<file path="src/rtl/enigma_ctrl_if.sv">
// Handshake and rotor-chain bundle for the Enigma sequencing controller.
// The slave modport is the controller's view; master is the host/rotor side.
interface enigma_ctrl_if;
    logic        cfg_valid;
    logic [14:0] cfg_offset;
    logic [14:0] cfg_ring;
    logic        cfg_ready;
    logic        in_valid;
    logic [7:0]  in_char;
    logic        in_ready;
    logic        out_valid;
    logic [7:0]  out_char;
    logic        out_ready;
    logic        rotor_set;
    logic [14:0] rotor_offset;
    logic [14:0] rotor_ring;
    logic        rotor_step0;
    logic        rotor_step;
    logic [25:0] letter_oh;
    logic [25:0] result_oh;
    logic        configured;
    logic        err;
    logic [15:0] letter_count;

    modport slave (
        input  cfg_valid, cfg_offset, cfg_ring, in_valid, in_char, out_ready, result_oh,
        output cfg_ready, in_ready, out_valid, out_char, rotor_set, rotor_offset,
               rotor_ring, rotor_step0, rotor_step, letter_oh, configured, err, letter_count
    );

    modport master (
        output cfg_valid, cfg_offset, cfg_ring, in_valid, in_char, out_ready, result_oh,
        input  cfg_ready, in_ready, out_valid, out_char, rotor_set, rotor_offset,
               rotor_ring, rotor_step0, rotor_step, letter_oh, configured, err, letter_count
    );
endinterface

</file>
<file path="src/rtl/enigma_ctrl.sv">
// Enigma sequencing controller: loads rotor configuration, steps the rotors
// once per letter, drives the one-hot letter into the chain, waits for the
// combinational path to settle and returns the encrypted ASCII character.
module enigma_ctrl #(
    parameter int SETTLE_CYCLES = 2
) (
    input  logic          clk,
    input  logic          reset,
    enigma_ctrl_if.slave  bus
);

    typedef enum logic [2:0] {IDLE, LOAD, STEP, SETTLE, OUT} state_t;

    state_t      state_q;
    logic        configured_q;
    logic        err_q;
    logic [15:0] letterCount_q;
    logic        outValid_q;
    logic [7:0]  outChar_q;
    logic        rotorSet_q;
    logic        step_q;
    logic [25:0] letterOh_q;
    logic [14:0] offset_q;
    logic [14:0] ring_q;
    logic [4:0]  index_q;
    logic [3:0]  settleCnt_q;

    logic        isUpper;
    logic        isLower;
    logic        isLetter;
    logic [7:0]  charDiff;
    logic [4:0]  charIndex;
    logic [4:0]  resultCount;
    logic [4:0]  resultPos;
    logic        resultGood;
    logic        cfgAccept;
    logic        inAccept;

    // Classify the offered byte and fold both cases onto a 0..25 letter index
    always_comb begin
        isUpper   = (bus.in_char >= 8'h41) && (bus.in_char <= 8'h5A);
        isLower   = (bus.in_char >= 8'h61) && (bus.in_char <= 8'h7A);
        isLetter  = isUpper || isLower;
        charDiff  = isUpper ? (bus.in_char - 8'h41) : (bus.in_char - 8'h61);
        charIndex = charDiff[4:0];
    end

    // Count set bits of the chain output; only a single hit is a valid letter
    always_comb begin
        resultCount = 5'd0;
        resultPos   = 5'd0;
        for (int i = 0; i < 26; i++) begin
            if (bus.result_oh[i]) begin
                resultCount = resultCount + 5'd1;
                resultPos   = 5'(i);
            end
        end
        resultGood = (resultCount == 5'd1);
    end

    // Configuration always wins over a character offered in the same cycle
    assign cfgAccept     = (state_q == IDLE) && bus.cfg_valid;
    assign bus.cfg_ready = (state_q == IDLE);
    assign bus.in_ready  = (state_q == IDLE) && configured_q && !bus.cfg_valid;
    assign inAccept      = bus.in_valid && bus.in_ready;

    // Sequencer: all outputs are registered; pulses default low each cycle
    always_ff @(posedge clk) begin
        if (reset) begin
            state_q       <= IDLE;
            configured_q  <= 1'b0;
            err_q         <= 1'b0;
            letterCount_q <= 16'd0;
            outValid_q    <= 1'b0;
            outChar_q     <= 8'd0;
            rotorSet_q    <= 1'b0;
            step_q        <= 1'b0;
            letterOh_q    <= 26'd0;
            offset_q      <= 15'd0;
            ring_q        <= 15'd0;
            index_q       <= 5'd0;
            settleCnt_q   <= 4'd0;
        end else begin
            rotorSet_q <= 1'b0;
            step_q     <= 1'b0;
            case (state_q)
                IDLE: begin
                    if (cfgAccept) begin
                        offset_q      <= bus.cfg_offset;
                        ring_q        <= bus.cfg_ring;
                        err_q         <= 1'b0;
                        letterCount_q <= 16'd0;
                        rotorSet_q    <= 1'b1;
                        state_q       <= LOAD;
                    end else if (inAccept) begin
                        if (isLetter) begin
                            index_q <= charIndex;
                            step_q  <= 1'b1;
                            state_q <= STEP;
                        end else begin
                            outChar_q  <= bus.in_char;
                            outValid_q <= 1'b1;
                            state_q    <= OUT;
                        end
                    end
                end
                LOAD: begin
                    configured_q <= 1'b1;
                    state_q      <= IDLE;
                end
                STEP: begin
                    letterOh_q  <= 26'd1 << index_q;
                    settleCnt_q <= 4'(SETTLE_CYCLES - 1);
                    state_q     <= SETTLE;
                end
                SETTLE: begin
                    if (settleCnt_q == 4'd0) begin
                        letterOh_q    <= 26'd0;
                        outValid_q    <= 1'b1;
                        outChar_q     <= resultGood ? (8'h41 + {3'b000, resultPos}) : 8'h3F;
                        err_q         <= err_q | !resultGood;
                        letterCount_q <= letterCount_q + 16'd1;
                        state_q       <= OUT;
                    end else begin
                        settleCnt_q <= settleCnt_q - 4'd1;
                    end
                end
                OUT: begin
                    if (bus.out_ready) begin
                        outValid_q <= 1'b0;
                        state_q    <= IDLE;
                    end
                end
                default: state_q <= IDLE;
            endcase
        end
    end

    assign bus.out_valid    = outValid_q;
    assign bus.out_char     = outChar_q;
    assign bus.rotor_set    = rotorSet_q;
    assign bus.rotor_offset = offset_q;
    assign bus.rotor_ring   = ring_q;
    assign bus.rotor_step0  = step_q;
    assign bus.rotor_step   = step_q;
    assign bus.letter_oh    = letterOh_q;
    assign bus.configured   = configured_q;
    assign bus.err          = err_q;
    assign bus.letter_count = letterCount_q;

endmodule

</file>
<file path="src/flat_wrapper.sv">
// flat-port wrapper written by rule: the top's interface ports become plain ports
module enigma_ctrl_flat 
#(
    parameter int SETTLE_CYCLES = 2
)
  (clk, reset, bus_cfg_valid, bus_cfg_offset, bus_cfg_ring, bus_in_valid, bus_in_char, bus_out_ready, bus_result_oh, bus_cfg_ready, bus_in_ready, bus_out_valid, bus_out_char, bus_rotor_set, bus_rotor_offset, bus_rotor_ring, bus_rotor_step0, bus_rotor_step, bus_letter_oh, bus_configured, bus_err, bus_letter_count);
  enigma_ctrl_if bus_i ();
  input  logic clk;
  input  logic reset;
  input wire logic [$bits(bus_i.cfg_valid)-1:0] bus_cfg_valid;
  input wire logic [$bits(bus_i.cfg_offset)-1:0] bus_cfg_offset;
  input wire logic [$bits(bus_i.cfg_ring)-1:0] bus_cfg_ring;
  input wire logic [$bits(bus_i.in_valid)-1:0] bus_in_valid;
  input wire logic [$bits(bus_i.in_char)-1:0] bus_in_char;
  input wire logic [$bits(bus_i.out_ready)-1:0] bus_out_ready;
  input wire logic [$bits(bus_i.result_oh)-1:0] bus_result_oh;
  output wire logic [$bits(bus_i.cfg_ready)-1:0] bus_cfg_ready;
  output wire logic [$bits(bus_i.in_ready)-1:0] bus_in_ready;
  output wire logic [$bits(bus_i.out_valid)-1:0] bus_out_valid;
  output wire logic [$bits(bus_i.out_char)-1:0] bus_out_char;
  output wire logic [$bits(bus_i.rotor_set)-1:0] bus_rotor_set;
  output wire logic [$bits(bus_i.rotor_offset)-1:0] bus_rotor_offset;
  output wire logic [$bits(bus_i.rotor_ring)-1:0] bus_rotor_ring;
  output wire logic [$bits(bus_i.rotor_step0)-1:0] bus_rotor_step0;
  output wire logic [$bits(bus_i.rotor_step)-1:0] bus_rotor_step;
  output wire logic [$bits(bus_i.letter_oh)-1:0] bus_letter_oh;
  output wire logic [$bits(bus_i.configured)-1:0] bus_configured;
  output wire logic [$bits(bus_i.err)-1:0] bus_err;
  output wire logic [$bits(bus_i.letter_count)-1:0] bus_letter_count;
  assign bus_i.cfg_valid = bus_cfg_valid;
  assign bus_i.cfg_offset = bus_cfg_offset;
  assign bus_i.cfg_ring = bus_cfg_ring;
  assign bus_i.in_valid = bus_in_valid;
  assign bus_i.in_char = bus_in_char;
  assign bus_i.out_ready = bus_out_ready;
  assign bus_i.result_oh = bus_result_oh;
  assign bus_cfg_ready = bus_i.cfg_ready;
  assign bus_in_ready = bus_i.in_ready;
  assign bus_out_valid = bus_i.out_valid;
  assign bus_out_char = bus_i.out_char;
  assign bus_rotor_set = bus_i.rotor_set;
  assign bus_rotor_offset = bus_i.rotor_offset;
  assign bus_rotor_ring = bus_i.rotor_ring;
  assign bus_rotor_step0 = bus_i.rotor_step0;
  assign bus_rotor_step = bus_i.rotor_step;
  assign bus_letter_oh = bus_i.letter_oh;
  assign bus_configured = bus_i.configured;
  assign bus_err = bus_i.err;
  assign bus_letter_count = bus_i.letter_count;
  enigma_ctrl #(.SETTLE_CYCLES(SETTLE_CYCLES)) u_core (.clk(clk), .reset(reset), .bus(bus_i));
endmodule
</file>
<file path="config.mk">
export PLATFORM = sky130hd
export DESIGN_NAME = enigma_ctrl_flat
export DESIGN_NICKNAME = d
export VERILOG_FILES = /design/src/rtl/enigma_ctrl_if.sv /design/src/rtl/enigma_ctrl.sv /design/src/flat_wrapper.sv
export SDC_FILE = /design/constraint.sdc
export NUM_CORES = 1
export LEC_CHECK = 0
export CAP_MARGIN = 20
export CORE_ASPECT_RATIO = 2
export CORE_MARGIN = 4
export CORE_UTILIZATION = 47
export CTS_CLUSTER_DIAMETER = 50
export DETAILED_ROUTE_END_ITERATION = 10
export PLACE_DENSITY = 0.78
export SYNTH_ARGS = -nofsm -noshare
export SYNTH_HDL_FRONTEND = slang
export SYNTH_SLANG_ARGS = --single-unit
</file>
<file path="constraint.sdc">
create_clock -name clk -period 15.55 [get_ports clk]
set_input_delay 1.555 -clock clk [delete_from_list [all_inputs] [get_ports clk]]
set_output_delay 1.555 -clock clk [all_outputs]
set_load 0.05 [all_outputs]
</file>
After elaboration in Yosys (flattened, before gate mapping)
Index checks and enable logic that the tools add are counted.
{ "word_totals": {"out_inout_bits": 88, "in_bits": 69, "regBits": 97, "elab_cells": 171} }
{ "classes": {"shift": 1, "muxes": 82, "bitwise_logic": 4, "n_eq_ne": 13, "n_lt_le_gt_ge": 4, "reduce_logical": 24, "n_addsub": 30} }
{ "ops": {"columns": ["op", "count"], "rows": [
  ["5-bit 2-to-1 mux", 36],
  ["5-bit by 1-bit adder with 5-bit output (second input constant)", 24],
  ["26-bit one-hot mux with 2 select lines", 1],
  ["8-bit 2-to-1 mux", 5],
  ["4-bit 2-to-1 mux", 9],
  ["16-bit 2-to-1 mux", 2],
  ["16-bit one-hot mux with 2 select lines", 1],
  ["3-bit 2-to-1 mux", 9],
  ["26-bit 2-to-1 mux", 1],
  ["1-bit by 5-bit left shift with 26-bit output (first input constant)", 1],
  ["16-bit by 1-bit adder with 16-bit output (second input constant)", 1],
  ["8-bit by 7-bit >= comparator with 1-bit output (second input constant)", 2],
  ["8-bit by 7-bit less-or-equal comparator with 1-bit output (second input constant)", 2],
  ["8-bit one-hot mux with 2 select lines", 1],
  ["3-bit one-hot mux with 4 select lines", 1],
  ["1-bit 2-to-1 mux", 11],
  ["5-bit by 1-bit subtractor with 5-bit output (second input constant)", 2],
  ["7-bit by 5-bit adder with 8-bit output (first input constant)", 1],
  ["2-bit inequality test (second input constant)", 4],
  ["4-bit one-hot mux with 2 select lines", 1],
  ["3-bit by 2-bit == test with 1-bit output (second input constant)", 2],
  ["1-bit logical AND", 6],
  ["2-bit by 1-bit inequality test with 1-bit output (second input constant)", 3],
  ["2-bit AND reduction", 3],
  ["23 further kinds", 29]
]} }

Longest topological paths before layout
{ "depth": {"ltp_word": 56, "mapped_depth": 82, "ltp_nobuf": 82} }

Worst setup path after synthesis
Ideal clock, no wire load.
{ "synth_timing": {"path_type": "input -> register", "from": "input bus_result_oh[0]", "to": "register u_core.outChar_q[6] (netlist: u_core.bus.out_char[6])", "required_ns": 15.428, "path_slack_ns": -0.033, "stages": 78, "n_path_buf": 0, "arrival_time_ns": 15.462, "path_cell_list": "inv_1 -> ha_1 -> xor2_1 -> ha_1 -> nand2_1 -> nand2_1 -> ha_1 -> mux2_2 -> ha_1 -> nor2b_1 -> a211o_1 -> inv_1 -> ha_1 -> nand2_1 -> o21ai_0 -> ha_1 -> nand2_1 -> o21ai_0 -> [... 42 more ...] -> nor2_1 -> nor2_1 -> ha_1 -> nand2_1 -> o31ai_1 -> ha_1 -> mux2_2 -> ha_1 -> mux2_2 -> ha_1 -> mux2_2 -> ha_1 -> nor3b_1 -> o311ai_2 -> nor2_1 -> and4b_1 -> a311o_1 -> o311a_1"} }
{ "synth_via": {"elab_chain_cells": 55} }
{ "synth_rtl": {"columns": ["item", "line", "source"], "rows": [
  ["start: declaration", "flat_wrapper.sv:16", "input wire logic [$bits(bus_i.result_oh)-1:0] bus_result_oh;"],
  ["1-bit 2-to-1 mux (*)", "enigma_ctrl.sv:53", "if (bus.result_oh[i]) begin"],
  ["1-bit by 1-bit adder with 2-bit output", "enigma_ctrl.sv:54", "resultCount = resultCount + 5'd1;"],
  ["5-bit 2-to-1 mux (*)", "enigma_ctrl.sv:53", null],
  ["5-bit by 1-bit adder with 5-bit output", "enigma_ctrl.sv:54", null],
  ["5-bit 2-to-1 mux (*)", "enigma_ctrl.sv:53", null],
  ["5-bit by 1-bit adder with 5-bit output", "enigma_ctrl.sv:54", null],
  ["5-bit 2-to-1 mux (*)", "enigma_ctrl.sv:53", null],
  ["5-bit by 1-bit adder with 5-bit output", "enigma_ctrl.sv:54", null],
  ["[... 39 more ...]", null, null],
  ["5-bit by 1-bit adder with 5-bit output", "enigma_ctrl.sv:54", null],
  ["5-bit 2-to-1 mux (*)", "enigma_ctrl.sv:53", null],
  ["5-bit by 1-bit adder with 5-bit output", "enigma_ctrl.sv:54", null],
  ["5-bit 2-to-1 mux (*)", "enigma_ctrl.sv:53", null],
  ["5-bit by 1-bit == test with 1-bit output (*)", "enigma_ctrl.sv:58", "resultGood = (resultCount == 5'd1);"],
  ["8-bit 2-to-1 mux (*)", "enigma_ctrl.sv:120", "outChar_q <= resultGood ? (8'h41 + {3'b000, resultPos}) : 8'h3F;"],
  ["8-bit 2-to-1 mux (*)", "enigma_ctrl.sv:117", "if (settleCnt_q == 4'd0) begin"],
  ["8-bit one-hot mux with 2 select lines (*)", "enigma_ctrl.sv:86", "case (state_q)"],
  ["end signal: assignment", "enigma_ctrl.sv:101", "outChar_q <= bus.in_char;"],
  ["end signal: assignment", "enigma_ctrl.sv:120", null],
  ["end: declaration", "enigma_ctrl.sv:19", "logic [7:0] outChar_q;"]
]} }
Mark *: on every way between the ends. The rest lies on a longest branch, timed or not. The select of a mux whose other input is x is not followed.
A chain may end at the register's enable or synchronous reset.

Worst setup path after layout
{ "layout_timing": {"from": "input bus_result_oh[0]", "to": "register u_core.outChar_q[3] (netlist: u_core.bus.out_char[3])"} }
Same word-level chain as after synthesis.

==> results.json <==
{
  "netlist-cell-type-count": 81,
  "hold_start": "u_core.bus.rotor_offset[1]$_SDFFE_PP0P_",
  "detailedPlace.worstSlack_ps": -878,
  "synth_edf_count": 0,
  "status": "complete, no violations",
  "portBuffers": 156,
  "final_core_util_pct": 66.0,
  "power.density_nw_per_um2": 249,
  "slowest_stage": "o311ai_2",
  "fillerInstances": 1238,
  "met1_usage_pct": 22.2,
  "cp-end-kind": "flip-flop",
  "slew_headroom_pct": 41.4,
  "cp_max_fo": 5,
  "synth_compound_area_share_pct": 19.2,
  "synth.avg_cell_area_um2": 7.91,
  "ant_nets": 0,
  "dr_total_vias": 7156,
  "period_share_pct": 96.5,
  "dr.pass1.iters": 4,
  "start_kind": "primary input",
  "antenna_found_initial": 0,
  "synth-adder-area-share_pct": 5.65,
  "wl_um": 21100,
  "grt_pass1_vias": 6916,
  "die_area_um2": 17200,
  "grt_max_degree": 82,
  "synth_area_leader_cell": "dfxtp_1",
  "synth-xor-area-share_pct": 16.7,
  "tightest_slew_ps": 879,
  "r2r-end": "u_core.bus.letter_count[15]$_SDFFE_PP0P_",
  "seqCellArea_um2": 1940,
  "critPathMaxStageDelay_ps": 420,
  "cp.required_ps": 15790,
  "rows": 63,
  "core_um2": 14800,
  "maxCapViolations": 0,
  "netlist_area_um2": 7090,
  "clock_latency_ps": 340,
  "synthSimpleGateAreaFrac_pct": 25.0,
  "yosysTopAreaCellShare_pct": 27.4,
  "ys_warn_count": 0,
  "drc": 0,
  "synth_ff_type": "dfxtp_1",
  "place_congestion": 0.889,
  "ff2ff_setup_slack_ps": 13060,
  "grt_util_all_layers_pct": 23.6,
  "synth_area_leaders": "dfxtp_1 (27%), nand2_1 (7.6%), nor2_1 (5.9%), ha_1 (5.6%), xnor2_1 (5.2%)",
  "final-setup-viol-count": 0,
  "fmax_mhz": 66.6,
  "p_leak_nw": 3.82,
  "grt.met2_usage_pct": 47.4,
  "cts.sinks": 97,
  "cts_root_buf": "clkbuf_16",
  "grt_first_pass_wirelength_um": 32700,
  "slew_violations": 0,
  "critPathKind": "in2reg",
  "fp.dieH_um": 182,
  "max-vdd-ir-drop_uv": 169,
  "synth.ff_latch_count": 97,
  "seq_area_frac_synth_pct": 27.4,
  "worst_slack_ps": 540,
  "drive_gt1_share_pct": 14.7,
  "clkSlewWorstSetupHoldPaths_ps": 60,
  "multi_input_area_um2": 5150,
  "routed_via_density": 5.59,
  "layout_min_cycle_time_ps": 15010,
  "min_path_cells": 2,
  "place_hpwl_um": 16200,
  "async_flop_share_pct": 0,
  "synth_top_family_by_area": "simple AND/OR/NAND/NOR gates",
  "cts_tree": "done",
  "hp-class": "reg2reg",
  "crit_top_cell": "ha_1",
  "synth_nets": 997,
  "syn_inst": 896,
  "drt-initial-drc-count": 312,
  "met3_usage_pct": 2.86,
  "grt_most_used_layer": "met2",
  "cts_htree_levels": 3,
  "die_width_um": 94.9,
  "whs_endpoint": "u_core.bus.rotor_offset[1]$_SDFFE_PP0P_",
  "clk_path_buf_depth": 2,
  "synth_mux_area_share_pct": 2.28,
  "syn_to_final_growth_pct": 37.9,
  "timing.final.hold_violations": 0,
  "n_antenna_cell": 0,
  "wire_per_inst_um": 16.5,
  "cts_hold_buf": 0,
  "r2r_cells": 9,
  "cts_made_buffers": 9,
  "skew_ps": 9.61,
  "cp_data_arrival_time_ps": 15250,
  "layout.nets": 1182,
  "r2r-start": "u_core.state_q[1]$_SDFFE_PP0P_",
  "start_util_pct": 47.8,
  "grt.overflow.total": 0,
  "ioPinCount": 157
}
how the worst max path moves through the flow:
stage                                start                                   to  depth (start not counted)
after floorplan           bus_result_oh[0]  u_core.bus.out_char[6]$_SDFFE_PP0P_                         78
after global placement    bus_result_oh[0]  u_core.bus.out_char[2]$_SDFFE_PP0P_                         80
after detailed placement  bus_result_oh[1]  u_core.bus.out_char[6]$_SDFFE_PP0P_                         80
after CTS                 bus_result_oh[0]  u_core.bus.out_char[6]$_SDFFE_PP0P_                         79
after global routing      bus_result_oh[0]  u_core.bus.out_char[3]$_SDFFE_PP0P_                         80
final                     bus_result_oh[0]  u_core.bus.out_char[3]$_SDFFE_PP0P_                         80
placed cells by master, fill, tap and decap left out, drive strengths merged, types with 9 or more instances in the layout:
master | netlist | routed
clkdlybuf4s50 | 0 | 151
nand2 | 143 | 143
nor2 | 111 | 111
dfxtp | 97 | 97
buf | 7 | 64
a21oi | 63 | 63
xnor2 | 46 | 46
xor2 | 37 | 37
ha | 32 | 32
inv | 24 | 27
a22oi | 26 | 26
o21ai | 26 | 26
nor3 | 20 | 20
nand3 | 20 | 20
a211oi | 14 | 14
xnor3 | 14 | 14
and2 | 12 | 12
clkbuf | 38 | 12
nor2b | 11 | 11
nor3b | 10 | 10
mux2 | 9 | 9
power breakdown:
group          internal [mW]  switching, mW
logic                  0.979          0.958
clock network          0.127         0.0982
registers              0.260        0.00658
routing by layer:
layer / up-vias / share of wire [%]
met4: 0 / 4.4
li1: 3516 / -
met3: 56 / 4.2
met2: 190 / 57
met1: 3394 / 35
met5: - / 0
through the flow:
stage / instance area, um2 / TNS, ps / std cells / total power [mW] / hold slack (ps)
finish: 9770 / 0 / 1281 / 2.43 / 454
global route: 9770 / -772 / 1281 / 2.61 / 473
CTS: 9540 / 0 / 1267 / 2.28 / 455
detailed placement: 9060 / -6520 / 1245 / 1.95 / 446
global placement: 9030 / -3040 / 1244 / 1.92 / 441
floorplan: 7090 / 0 / 896 / 1.55 / 466
flip-flops by register name, indices dropped and copies added (netlist names):
name and count:
u_core.bus.rotor_set 1, u_core.bus.err 1, u_core.bus.letter_count 16, u_core.bus.letter_oh 26, u_core.settleCnt_q 4, u_core.bus.rotor_offset 15
u_core.bus.configured 1, u_core.bus.out_valid 1, u_core.state_q 3, u_core.index_q 5, u_core.bus.rotor_step 1, u_core.bus.out_char 8
u_core.bus.rotor_ring 15
Yosys cell counts, types with 4 or more instances:
cell type,number
a211oi_1,13
a21oi_1,63
a22oi_1,26
a31oi_1,7
a41oi_1,4
and2_1,11
and3_1,6
buf_1,4
clkbuf_1,38
dfxtp_1,97
ha_1,32
inv_1,24
mux2_2,9
mux2i_1,6
nand2_1,143
nand2b_1,5
nand3_1,20
nand4_1,8
nor2_1,111
nor2b_1,11
nor3_1,20
nor3b_1,10
nor4_1,5
o21ai_0,24
o21bai_1,7
o22ai_1,7
o31ai_1,7
or3_1,8
xnor2_1,42
xnor3_1,9
xnor3_2,5
xor2_1,34
critical path, delay by kind of cell:
family	cells	cell delay, ps
fa+ha+maj	24	6430
buf+inv	6	530
xor+xnor	1	170
simple gates	28	2450
mux	4	1110
compound gates	17	2950
cell type report:
type                            count  share of cell area [%]
Clock buffer                       10                    2.34
Clock inverter                      6                   0.742
Multi-Input combinational cell    729                    52.7
Timing Repair Buffer              219                    20.9
Tap cell                          195                    2.50
Inverter                           25                   0.960
Sequential cell                    97                    19.9
kinds of logic after synthesis:
family	count (synthesis)
compound gates	201
xor+xnor	99
fa+ha+maj	32
buf+inv	70
flops	97
mux	15
simple gates	382
repair_timing:
action | in CTS | in global routing
endpoints found under the setup margin | 8 | 8
resized for setup | 28 | 35
pin swaps | 14 | 28
setup buffers | 6 | 14
(Power assumes the default switching activity.)
